## src/rtl/mac_accumulator.sv

```systemverilog
// Saturating signed multiply-accumulate back end: sums up to N_TERMS products
// per block, then presents the block result over a valid/ready handshake.
module mac_accumulator #(
  parameter int WIDTH   = 64,
  parameter int N_TERMS = 8,
  parameter int CNT_W   = $clog2(N_TERMS + 1)
) (
  input  logic             clk,
  input  logic             rst,
  input  logic [WIDTH-1:0] prod_in,
  input  logic             in_valid,
  input  logic             in_last,
  output logic             in_ready,
  output logic [WIDTH-1:0] acc_out,
  output logic [CNT_W-1:0] count_out,
  output logic             ovf,
  output logic             out_valid,
  input  logic             out_ready,
  output logic             state_dbg
);

  // Handshake: a term transfers on an edge where in_valid & in_ready are high,
  // a result on an edge where out_valid & out_ready are high. in_ready and
  // out_valid come from the state register only.
  typedef enum logic [0:0] {
    ACC  = 1'b0,
    HOLD = 1'b1
  } state_t;

  localparam logic [WIDTH-1:0] MAX_POS  = {1'b0, {(WIDTH-1){1'b1}}};
  localparam logic [WIDTH-1:0] MIN_NEG  = {1'b1, {(WIDTH-1){1'b0}}};
  localparam logic [CNT_W-1:0] LAST_CNT = CNT_W'(N_TERMS - 1);

  state_t           state, state_next;
  logic [WIDTH-1:0] acc_q, acc_next;
  logic [CNT_W-1:0] count_q, count_next;
  logic             ovf_q, ovf_next;
  logic [WIDTH:0]   sum;
  logic             sat_event;
  logic [WIDTH-1:0] sat_sum;

  // One guard bit is enough: disagreement with the sign bit means overflow.
  always_comb begin
    sum       = {acc_q[WIDTH-1], acc_q} + {prod_in[WIDTH-1], prod_in};
    sat_event = sum[WIDTH] ^ sum[WIDTH-1];
    if (!sat_event)
      sat_sum = sum[WIDTH-1:0];
    else if (sum[WIDTH])
      sat_sum = MIN_NEG;
    else
      sat_sum = MAX_POS;
  end

  always_comb begin
    state_next = state;
    acc_next   = acc_q;
    count_next = count_q;
    ovf_next   = ovf_q;
    case (state)
      ACC: begin
        if (in_valid) begin
          acc_next   = sat_sum;
          count_next = count_q + CNT_W'(1);
          ovf_next   = ovf_q | sat_event;
          if (in_last || (count_q == LAST_CNT))
            state_next = HOLD;
        end
      end
      HOLD: begin
        if (out_ready) begin
          acc_next   = '0;
          count_next = '0;
          ovf_next   = 1'b0;
          state_next = ACC;
        end
      end
      default: state_next = ACC;
    endcase
  end

  always_ff @(posedge clk) begin
    if (rst) begin
      state   <= ACC;
      acc_q   <= '0;
      count_q <= '0;
      ovf_q   <= 1'b0;
    end else begin
      state   <= state_next;
      acc_q   <= acc_next;
      count_q <= count_next;
      ovf_q   <= ovf_next;
    end
  end

  assign in_ready  = (state == ACC);
  assign out_valid = (state == HOLD);
  assign acc_out   = acc_q;
  assign count_out = count_q;
  assign ovf       = ovf_q;
  assign state_dbg = state;

endmodule

```

## config.mk

```make
export PLATFORM = sky130hd
export DESIGN_NAME = mac_accumulator
export DESIGN_NICKNAME = d
export VERILOG_FILES = /design/src/rtl/mac_accumulator.sv
export SDC_FILE = /design/constraint.sdc
export NUM_CORES = 1
export LEC_CHECK = 0
export ABC_AREA = 1
export CAP_MARGIN = 15
export CORE_MARGIN = 2
export CORE_UTILIZATION = 35
export DETAILED_ROUTE_END_ITERATION = 8
export GPL_ROUTABILITY_DRIVEN = 0
export GPL_TIMING_DRIVEN = 0
export PLACE_DENSITY = 0.52
export SKIP_LAST_GASP = 1
export SYNTH_ARGS = -nofsm -noshare
export SYNTH_HDL_FRONTEND = slang
export SYNTH_SLANG_ARGS = --single-unit
export TNS_END_PERCENT = 100
```

## constraint.sdc

```tcl
create_clock -name clk -period 6.06 [get_ports clk]
set_input_delay 0.606 -clock clk [delete_from_list [all_inputs] [get_ports clk]]
set_output_delay 0.606 -clock clk [all_outputs]
set_load 0.02 [all_outputs]
```

* Word level (Yosys, flattened, before mapping)
Cells that the tools add are included.
Storage, ports and cells: output and inout bits 72, flip-flop bits (word level) 70, bits of input ports 69, logic and storage cells 29, bits in latches 0, memories 0, bits in read-only memories 0, bits in writable memories 0
Cells by class: reduce and logical (&&, ||, !) cells 2, divide/modulo/power cells 0, multipliers 0, muxes and demuxes 15, equality and inequality tests 3, $add $sub $neg 2, shift-type cells 0, order comparisons 0, bitwise logic cells 3
Operators by type and width (number):
- 64-bit two-way mux | 4
- 64-bit one-hot mux with 2 select lines | 1
- 64-bit by 64-bit adder with 65-bit output | 1
- 4-bit two-way mux | 2
- 4-bit one-hot mux with 2 select lines | 1
- 1-bit two-way mux | 5
- 4-bit by 1-bit adder with 4-bit output (second input constant) | 1
- 4-bit by 3-bit equality test with 1-bit output (second input constant) | 1
- 2-bit inequality test (second input constant) | 2
- 1-bit one-hot mux with 2 select lines | 2
- 2-bit AND reduction | 1
- 1-bit logical OR | 1
- 1-bit inverter | 1
- 1-bit bitwise OR | 1
- 1-bit bitwise XOR | 1

* Logic depth before layout (Yosys ltp)
Gate-level depths: netlist of run 1.
depth after elaboration 5, mapped depth 19

* Worst setup path before layout of run 1
OpenSTA, ideal clock, no wires.
path kind input to register, start point in prod_in[0], end point reg acc_q[20] (netlist: acc_out[20]), buffers on the path 1, slack 3.283 ns, arrival 2.635 ns, data required time 5.918 ns, stages 19, cell sequence ha_1 > fa_1 > nand2_1 > nand2_1 > nand3_1 > nand2_2 > nand2_1 > nand2_2 > nand2_2 > nand2_2 > nand2_2 > nand2_1 > nand2_1 > nand2_2 > nand2_1 > buf_2 > nand3_1 > nand2_1 > a21oi_2
On the way: cells in the longest elaborated chain, start to end 5, elaborated cells between the ends (all ways) 6, classes of those cells add/sub (1); mux (4); bitwise (1)
Ends and longest elaborated chain:
- start: declaration | RTL line 10 | input logic [WIDTH-1:0] prod_in,
- 64-bit by 64-bit adder with 65-bit output (*) | RTL line 44 | sum = {acc_q[WIDTH-1], acc_q} + {prod_in[WIDTH-1], prod_in};
- 64-bit two-way mux or 1-bit bitwise XOR (tied branches) | RTL line 48, 45
- 64-bit two-way mux (*) | RTL line 46 | if (!sat_event)
- 64-bit two-way mux (*) | RTL line 61 | if (in_valid) begin
- 64-bit one-hot mux with 2 select lines (*) | RTL line 59 | case (state)
- end signal: assignment | RTL line 89 | acc_q <= acc_next;
- end: declaration | RTL line 35 | logic [WIDTH-1:0] acc_q, acc_next;
Every way passes the cells marked *; elsewhere a longest branch is shown, timed or not. The select of a mux whose other input is x is not followed. A chain may end at the register's enable or synchronous reset.

* Worst setup path in the final report of run 1
start point in prod_in[0], end point reg acc_q[52] (netlist: acc_out[52])
Same word-level chain as after synthesis.

==> flow_summary.yaml, run 1 <==
logic_synthesis:
  yosys-top-cells-area: "nand2_1 26%, dfxtp_1 16%, ha_1 9.5%"
  synth_top_family_by_area: "simple AND/OR/NAND/NOR gates"
  synthCells: 1506
  avgSynthCellArea_sq_um: 5.667
  synth_compound_area_share_pct: 14.79
  synth-seq-area-share_pct: 16.42
  yosys_warnings: 0
  synth_cell_type_count: 32
  synth_area_sq_um: 8534
  synth-simple-area-share_pct: 43.82
  ys_ff_latch: 70
  synth_nets: 1641
  synth_top_cell_by_area: "nand2_1"
  yosys-mux-area-fraction_pct: 0
  synthAdderAreaFrac_pct: 9.764
  synth.top_cell.area_share_pct: 26.21
  synth_xor_area_share_pct: 3.900
critical_path:
  path_buf_inv: 2
  reg2reg_from: "acc_out[0]"
  critPathKind: "input pin to flop"
  cp-start-kind: "input pin"
  worstSetupEndpointType: "flop"
  critical_path.most_common_cell: "nand2_1"
  rrSetupSlack_ns: 2.59
  worstPathMaxFanout: 10
  crit_slowest_cell: "nand2_1"
  required_ns: 6.26
  r2r-end: "acc_out[52]"
  arrival_ns: 4.03
  ff2ff_path_depth: 19
  crit_chain: "clkdlybuf4s50_1 > ha_1 > fa_1 > nand2_1 > nand2_1 > nand3_1 > nand2_2 > nand2_1 > nand2_2 > nand2_2 > nand2_2 > nand2_2 > nand2_1 > nand2_1 > nand2_2 > nand2_1 > buf_2 > nand3_1 > nand2_1 > a21oi_1"
  critPathTopFamily: "simple AND/OR/NAND/NOR gates"
  slowest_delay_ns: 0.58
timing:
  fin_crit_sh_pct: 63.23
  period_needed_ns: 3.832
  skew_ns: 0.01492
  final.setup.tns_ns: 0
  rsz0062_at_grt: "no"
  setup_viol: 0
  slew_headroom_pct: 39.83
  setup_ws_ns: 2.228
  report.final.hold_viol_count: 0
  clock.fmax_mhz: 261.0
  slew_viol_final: 0
  worst_slew_pin_slew_ns: 0.9026
finish:
  diodes: 0
  mostFrequentLayoutCells: "596 x nand2_1, 191 x inv_1, 140 x clkdlybuf4s50_1"
  fin_nets: 1792
  layout_commonest_cell: "nand2_1"
  multi_input_area_sq_um: 6168
  regArea_sq_um: 1401
  fillerInstances: 2753
  fin_area_sq_um: 10670
  drive_gt1_share_pct: 8.363
  synthToLayoutAreaGrowth_pct: 25.04
place:
  place.port_buffers: 140
  pre_cts_slack_ns: 1.899
  hpwl_mm: 26.65
  dpl_cell_area_sq_um: 10340
cts:
  hold_buffers: 0
  clkSinkCount: 70
  post_cts_resized: 0
  root_buffer: "clkbuf_16"
  cts_max_level: 3
  clkSlewWorstSetupHoldPaths_ns: 0.07
  post_cts_buffers: 0
  clock_latency_ns: 0.36
  cts_buffer_depth: 2
  cts_tree: "built"
  cts_buffers: 9
detailed_routing:
  drt-total-wl_mm: 31.83
  drc: 0
  drtPass1Iterations: 5
  wl_per_cell_um: 16.03
  vias: 9628
  ant_nets: 0
  initialDrtViolationCount: 658
  via_per_inst: 4.848
grt:
  grt_pass1_wl_mm: 50.38
  antenna_found_initial: 0
  gr-total-overflow: 0
  grt_pass1_vias: 9562
  grt_max_degree: 14
  grt.total_usage_pct: 25.05
hold_path:
  whs_path_depth: 2
  hold_path_class: "flop to flop"
  min_from: "acc_out[29]"
  whs_endpoint: "acc_out[29]"
run:
  drv_cap: 0
pwr:
  p_leak_nw: 5.082
  powerDensity_nw_per_um2: 300.4
  ir_worst_vdd_mv: 0.1245
floorplan:
  core_area_sq_um: 24110
  die-width_um: 160.2
  num_rows: 57
  die-area_sq_um: 25650
  initial_core_util_pct: 35.40
  die_h_um: 160.2
  io_pins: 141
run_status:
  status: "complete, no violations"
## synth_stat cells
library cell / instances
nand2_1: 596
inv_1: 191
nor2_1: 117
a21oi_1: 95
nand3_1: 94
dfxtp_1: 70
ha_1: 65
a21oi_2: 54
xnor2_1: 31
o21bai_1: 24
o21ai_0: 22
nand3b_1: 20
nand2_2: 17
inv_2: 16
clkbuf_1: 14
nor3_1: 14
buf_2: 12
nor4_1: 9
nor2_2: 8
nand4_1: 7
xor2_1: 7
buf_6: 6
nor3_2: 5
nor2_4: 2
nor3b_1: 2
or2_1: 2
a211oi_1: 1
a21oi_4: 1
and2_1: 1
buf_4: 1
fa_1: 1
nand3_2: 1
## cell type report
class | instances | area share [%]
Sequential cell | 70 | 13.13
Buffer | 33 | 1.759
Multi-Input combinational cell | 1196 | 57.80
Clock inverter | 6 | 0.8559
Inverter | 207 | 7.281
Tap cell | 324 | 3.799
Timing Repair Buffer | 140 | 13.13
Clock buffer | 10 | 2.239
## how the worst max path moves through the flow
stage | endpoint | start | slack, ns | cells past startpoint
floorplan | acc_out[20] | prod_in[0] | 3.28 | 19
CTS | acc_out[52] | prod_in[0] | 2.26 | 20
global route | acc_out[52] | prod_in[0] | 2.04 | 20
global placement | acc_out[52] | prod_in[0] | 1.90 | 20
detailed placement | acc_out[52] | prod_in[0] | 1.90 | 20
finish | acc_out[52] | prod_in[0] | 2.23 | 20
## layer usage
metal	wire, um	vias up	GRT usage, %
li1	-	5054	-
met1	14030	4289	30.68
met2	14990	225	43.98
met3	1568	60	3.896
met4	1238	0	9.828
met5	0	-	0
## metrics by stage
stage | total power, W | utilization, % | std cells | hold slack, ns
3_3_place_gp | 0.002577 | 42.90 | 1970 | 0.4679
5_1_grt | 0.003458 | 44.27 | 1986 | 0.5130
6_report | 0.003205 | 44.27 | 1986 | 0.4913
2_1_floorplan | 0.001943 | - | 1506 | 0.5602
4_1_cts | 0.003218 | 44.27 | 1986 | 0.4936
3_5_place_dp | 0.002576 | 42.90 | 1970 | 0.4817
## worst register-to-register path: stages, from the launching register on
cell and delay (ns):
dfxtp_1 0.32, ha_1 0.24, fa_1 0.43, nand2_1 0.09
nand2_1 0.11, nand3_1 0.12, nand2_2 0.09, nand2_1 0.12
nand2_2 0.10, nand2_2 0.08, nand2_2 0.10, nand2_2 0.10
nand2_1 0.07, nand2_1 0.08, nand2_2 0.08, nand2_1 0.58
buf_2 0.35, nand3_1 0.12, nand2_1 0.09, a21oi_1 0.06
## cells by family after synthesis
logic type / Yosys count
and+or+nand+nor: 895
buffers and inverters: 240
AOI/OAI and AO/OA: 197
DFF: 70
adders and majority gates: 66
xor gates and xnor gates: 38
## report_power, final
| group | switching [W] | internal [W] |
|---|---|---|
| registers | 0.0000735 | 0.000546 |
| clock network | 0.000250 | 0.000376 |
| logic | 0.00122 | 0.000737 |
## sequential cells by signal (all words and copies together) (netlist names)
register   flops
out_valid      1
ovf            1
count_out      4
acc_out       64
No activity file was read; power rests on OpenSTA's default activity.
==> inputs of run 2 (changes only) <==
==> constraint.sdc (replaced) <==
create_clock -name clk -period 3.75 [get_ports clk]
set_input_delay 0.375 -clock clk [delete_from_list [all_inputs] [get_ports clk]]
set_output_delay 0.375 -clock clk [all_outputs]
set_load 0.02 [all_outputs]
==> run 2 against run 1 <==
Cell area about the same. Die area unchanged. Core utilization is essentially flat. Critical endpoint unchanged. Critical path depth unchanged. Combinational power grew 62%. Cell count unchanged. Clock-buffer cell count unchanged. Largest power group unchanged. Sequential power increased by 61%. Routed wire length hardly changed.
==> flow_summary.yaml, run 2 (synthesis results as in run 1) <==
critical_path:
  critPathKind: "input pin to flop"
  cp-start-kind: "input pin"
  worstPathMaxFanout: 10
  required_ns: 3.95
  ff2ff_path_depth: 19
  worstSetupEndpointType: "flop"
  critical_path.most_common_cell: "nand2_1"
  slowest_delay_ns: 0.53
  crit_slowest_cell: "nand2_1"
  rrSetupSlack_ns: 0.37
  crit_chain: "clkdlybuf4s50_1 > ha_1 > fa_1 > nand2_1 > nand2_1 > nand3_1 > nand2_2 > nand2_1 > nand2_2 > nand2_2 > nand2_2 > nand2_2 > nand2_1 > nand2_1 > nand2_1 > nand2_1 > buf_2 > nand3_1 > nand2_1 > a21oi_1"
  path_depth: 20
  path_buf_inv: 2
  critPathTopFamily: "simple AND/OR/NAND/NOR gates"
  arrival_ns: 3.71
timing:
  setup_viol: 0
  worst_slew_pin_slew_ns: 0.9018
  slew_viol_final: 0
  hold_slack_ns: 0.4913
  skew_ns: 0.01492
  clock.fmax_mhz: 285.2
  rsz0062_at_grt: "no"
  slew_headroom_pct: 39.88
  setup_ws_ns: 0.2435
  period_needed_ns: 3.506
  report.final.hold_viol_count: 0
  fin_crit_sh_pct: 93.51
floorplan:
  num_rows: 57
  die_h_um: 160.2
  die-width_um: 160.2
  io_pins: 141
  initial_core_util_pct: 35.40
  core_area_sq_um: 24110
  die-area_sq_um: 25650
finish:
  layout_commonest_cell: "nand2_1"
  fillerInstances: 2753
  largest_reg_flops: 64
  multi_input_area_sq_um: 6171
  drive_gt1_share_pct: 8.424
  mostFrequentLayoutCells: "595 x nand2_1, 191 x inv_1, 140 x clkdlybuf4s50_1"
  regArea_sq_um: 1401
  synthToLayoutAreaGrowth_pct: 25.07
  fin_nets: 1792
  diodes: 0
grt:
  grt.total_usage_pct: 25.05
  grt_max_degree: 14
  grt_pass1_wl_mm: 50.38
  grt_pass1_vias: 9562
  gr-total-overflow: 0
  antenna_found_initial: 0
pwr:
  ir_worst_vdd_mv: 0.2013
  p_leak_nw: 5.082
  power_w: 0.005182
  powerDensity_nw_per_um2: 485.4
detailed_routing:
  ant_nets: 0
  wl_met1_mm: 14.01
  vias: 9634
  initialDrtViolationCount: 653
  highest_layer: "met4"
  drc: 0
  drtPass1Iterations: 5
  via_per_inst: 4.851
  wl_per_cell_um: 16.03
  wl_met3_mm: 1.586
  wl_met2_mm: 15.00
  drt-total-wl_mm: 31.84
hold_path:
  whs_path_depth: 2
  hold_path_class: "flop to flop"
cts:
  cts_buffer_depth: 2
  cts_tree: "built"
  clkSlewWorstSetupHoldPaths_ns: 0.07
  clkSinkCount: 70
  hold_buffers: 0
  cts_max_level: 3
  cts_buffers: 9
  root_buffer: "clkbuf_16"
  post_cts_buffers: 0
  clock_latency_ns: 0.36
place:
  pre_cts_slack_ns: -0.1798
  place.port_buffers: 140
  hpwl_mm: 26.65
run_status:
  status: "complete, no violations"
run:
  drv_cap: 0
[run 2: changes by cell type in the layout (fill, tap and decap cells not counted)]
| cell | change |
|---|---|
| nand2_1 | -1 |
| nand2_2 | +1 |
[run 2: stage by stage]
stage	cell area, sq um	setup TNS (ns)	instances	utilization (%)
global placement	10340	-6.916	1970	42.90
finish	10670	0	1986	44.28
CTS	10670	0	1986	44.27
detailed placement	10340	-7.125	1970	42.90
global route	10670	0	1986	44.28
floorplan	8534	0	1506	-
[run 2: final timing paths]
check / startpoint / to
min reg2reg: acc_out[29] / acc_out[29]
max reg2reg: acc_out[0] / acc_out[52]
max: prod_in[0] / acc_out[52]
min: acc_out[29] / acc_out[29]
[run 2: what timing repair did]
item                                    in CTS  in global routing
hold endpoints to repair                     0                  0
resized for setup                            0                  1
endpoints found under the setup margin       0                 13
[run 2: where the power goes]
part           total, W  internal [W]  switching [W]  leakage (nW)
sequential      0.00100      0.000883       0.000119         0.576
clock           0.00101      0.000607       0.000405         0.163
combinational   0.00317       0.00119        0.00198          4.34
[run 2: cell type report]
cell class                 count  share of cell area [%]
buffer                        33                   1.758
clock buffer                  10                   2.239
clock inverter                 6                  0.8557
inverter                     207                   7.279
multi-input combinational   1196                   57.81
sequential                    70                   13.13
tap                          324                   3.798
timing repair buffer         140                   13.13
[run 2: tightest hold or removal path: stages, from the launching register on]
cell and delay, ns:
dfxtp_1 0.33, nand2_1 0.06, a21oi_1 0.05
[run 2: per-layer routing]
layer  vias up  global-route usage (%)
met3        60                   3.896
met4         0                   9.828
met1      4293                   30.68
met2       227                   43.98
li1       5054                       -
met5         -                       0
==> inputs of run 3 (changes only) <==
--- a/config.mk
+++ b/config.mk
@@ -6,13 +6,13 @@
 export NUM_CORES = 1
 export LEC_CHECK = 0
 export ABC_AREA = 1
-export CAP_MARGIN = 15
+export CAP_MARGIN = 10
 export CORE_MARGIN = 2
 export CORE_UTILIZATION = 35
 export DETAILED_ROUTE_END_ITERATION = 8
 export GPL_ROUTABILITY_DRIVEN = 0
 export GPL_TIMING_DRIVEN = 0
-export PLACE_DENSITY = 0.52
+export PLACE_DENSITY = 0.53
 export SKIP_LAST_GASP = 1
 export SYNTH_ARGS = -nofsm -noshare
 export SYNTH_HDL_FRONTEND = slang
==> run 3 against run 2 <==
Cell area fell by 0.11%. Critical path depth did not move. Core utilization barely moved. Die area did not move. Register-to-register slack got worse by 0.02 ns. Flip-flop and latch count did not move. Sequential power barely moved. Clock-buffer cell count fell by 1.
==> flow_summary.yaml, run 3 (synthesis results as in run 1) <==
run_status:
  status: "complete, no violations"
cts:
  post_cts_resized: 0
  cts_max_level: 3
  cts_buffers: 9
  hold_buffers: 0
  cts_tree: "built"
  clkSinkCount: 70
  post_cts_buffers: 0
  clock_latency_ns: 0.36
  clkSlewWorstSetupHoldPaths_ns: 0.07
  cts_buffer_depth: 2
  root_buffer: "clkbuf_16"
critical_path:
  worstPathMaxFanout: 10
  worstSetupEndpointType: "flop"
  r2r-end: "acc_out[52]"
  reg2reg_from: "acc_out[0]"
  required_ns: 3.95
  cp-start-kind: "input pin"
  critPathKind: "input pin to flop"
  arrival_ns: 3.72
  ff2ff_path_depth: 19
  rrSetupSlack_ns: 0.35
timing:
  slew_headroom_pct: 37.23
  worst_slew_pin_slew_ns: 0.9415
  skew_ns: 0.01418
  rsz0062_at_grt: "no"
  setup_ws_ns: 0.2353
  period_needed_ns: 3.515
  fin_crit_sh_pct: 93.73
  report.final.hold_viol_count: 0
  clock.fmax_mhz: 284.5
  slew_viol_final: 0
  setup_viol: 0
floorplan:
  die-width_um: 160.2
  core_area_sq_um: 24110
  initial_core_util_pct: 35.40
  num_rows: 57
  die-area_sq_um: 25650
  die_h_um: 160.2
  io_pins: 141
finish:
  fin_area_sq_um: 10660
  fin_cells: 1986
  diodes: 0
  mostFrequentLayoutCells: "596 x nand2_1, 191 x inv_1, 140 x clkdlybuf4s50_1"
  fin_nets: 1792
  layout_commonest_cell: "nand2_1"
  fillerInstances: 2729
  drive_gt1_share_pct: 8.363
  synthToLayoutAreaGrowth_pct: 24.94
  post-route-util_pct: 44.23
  largest_reg_flops: 64
place:
  hpwl_mm: 26.43
  place.port_buffers: 140
  pre_cts_slack_ns: -0.1195
  dp_cells: 1970
  dpl_cell_area_sq_um: 10340
detailed_routing:
  wl_per_cell_um: 15.88
  drc: 0
  vias: 9690
  drt-total-wl_mm: 31.53
  initialDrtViolationCount: 725
  drtPass1Iterations: 5
  via_per_inst: 4.879
  ant_nets: 0
grt:
  gr-total-overflow: 0
  grt.total_usage_pct: 24.38
  grt_pass1_wl_mm: 49.26
  grt_max_degree: 14
  grt_pass1_vias: 9249
  antenna_found_initial: 0
pwr:
  p_leak_nw: 5.078
  powerDensity_nw_per_um2: 482.4
  ir_worst_vdd_mv: 0.2240
run:
  drv_cap: 0
hold_path:
  min_from: "acc_out[55]"
  whs_path_depth: 2
  whs_endpoint: "acc_out[55]"
  hold_path_class: "flop to flop"
## run 3: per-layer routing
metal,track usage [%],up-vias,wire [um]
met1,30.70,4338,14140
met2,43.70,246,15120
met3,2.857,46,1469
met4,7.002,0,808
li1,-,5060,-
met5,0,-,0
## run 3: how the worst max path moves through the flow
stage               slack, ns  cells past startpoint       start           to
floorplan                1.19                     19  acc_out[0]  acc_out[20]
global placement        -0.11                     20  prod_in[0]  acc_out[52]
detailed placement      -0.12                     20  prod_in[0]  acc_out[52]
CTS                      0.26                     20  prod_in[0]  acc_out[52]
global route             0.06                     20  prod_in[0]  acc_out[52]
finish                   0.24                     20  prod_in[0]  acc_out[52]
## run 3: layout make-up
cell class                      count  area [sq um]  share of cell area (%)
Multi-Input combinational cell   1196          6168                   57.85
Buffer                             33         187.7                   1.760
Sequential cell                    70          1401                   13.14
Inverter                          207         777.0                   7.287
Tap cell                          324         405.4                   3.802
Clock inverter                      7         96.34                  0.9035
Clock buffer                        9         225.2                   2.112
Timing Repair Buffer              140          1401                   13.14
## run 3: critical path, cell delays in order
cell	delay, ns
clkdlybuf4s50_1	0.40
ha_1	0.25
fa_1	0.44
nand2_1	0.08
nand2_1	0.13
nand3_1	0.13
nand2_2	0.09
nand2_1	0.11
nand2_2	0.10
nand2_2	0.08
nand2_2	0.10
nand2_2	0.10
nand2_1	0.06
nand2_1	0.08
nand2_2	0.08
nand2_1	0.51
buf_2	0.35
nand3_1	0.11
nand2_1	0.08
a21oi_1	0.06
## run 3: power by group
part / internal [W] / total, W / switching [W]
Combinational: 0.00119 / 0.00316 / 0.00197
Sequential: 0.000883 / 0.000999 / 0.000116
Clock: 0.000585 / 0.000982 / 0.000397
## run 3: stage by stage
| stage | TNS (ns) | hold slack [ns] | total power, W |
|---|---|---|---|
| after global placement | -3.839 | 0.4644 | 0.004152 |
| final | 0 | 0.4872 | 0.005144 |
| after detailed placement | -4.459 | 0.4821 | 0.004152 |
| after CTS | 0 | 0.4926 | 0.005161 |
| after global routing | 0 | 0.5088 | 0.005531 |
| after floorplan | 0 | 0.5329 | 0.003140 |
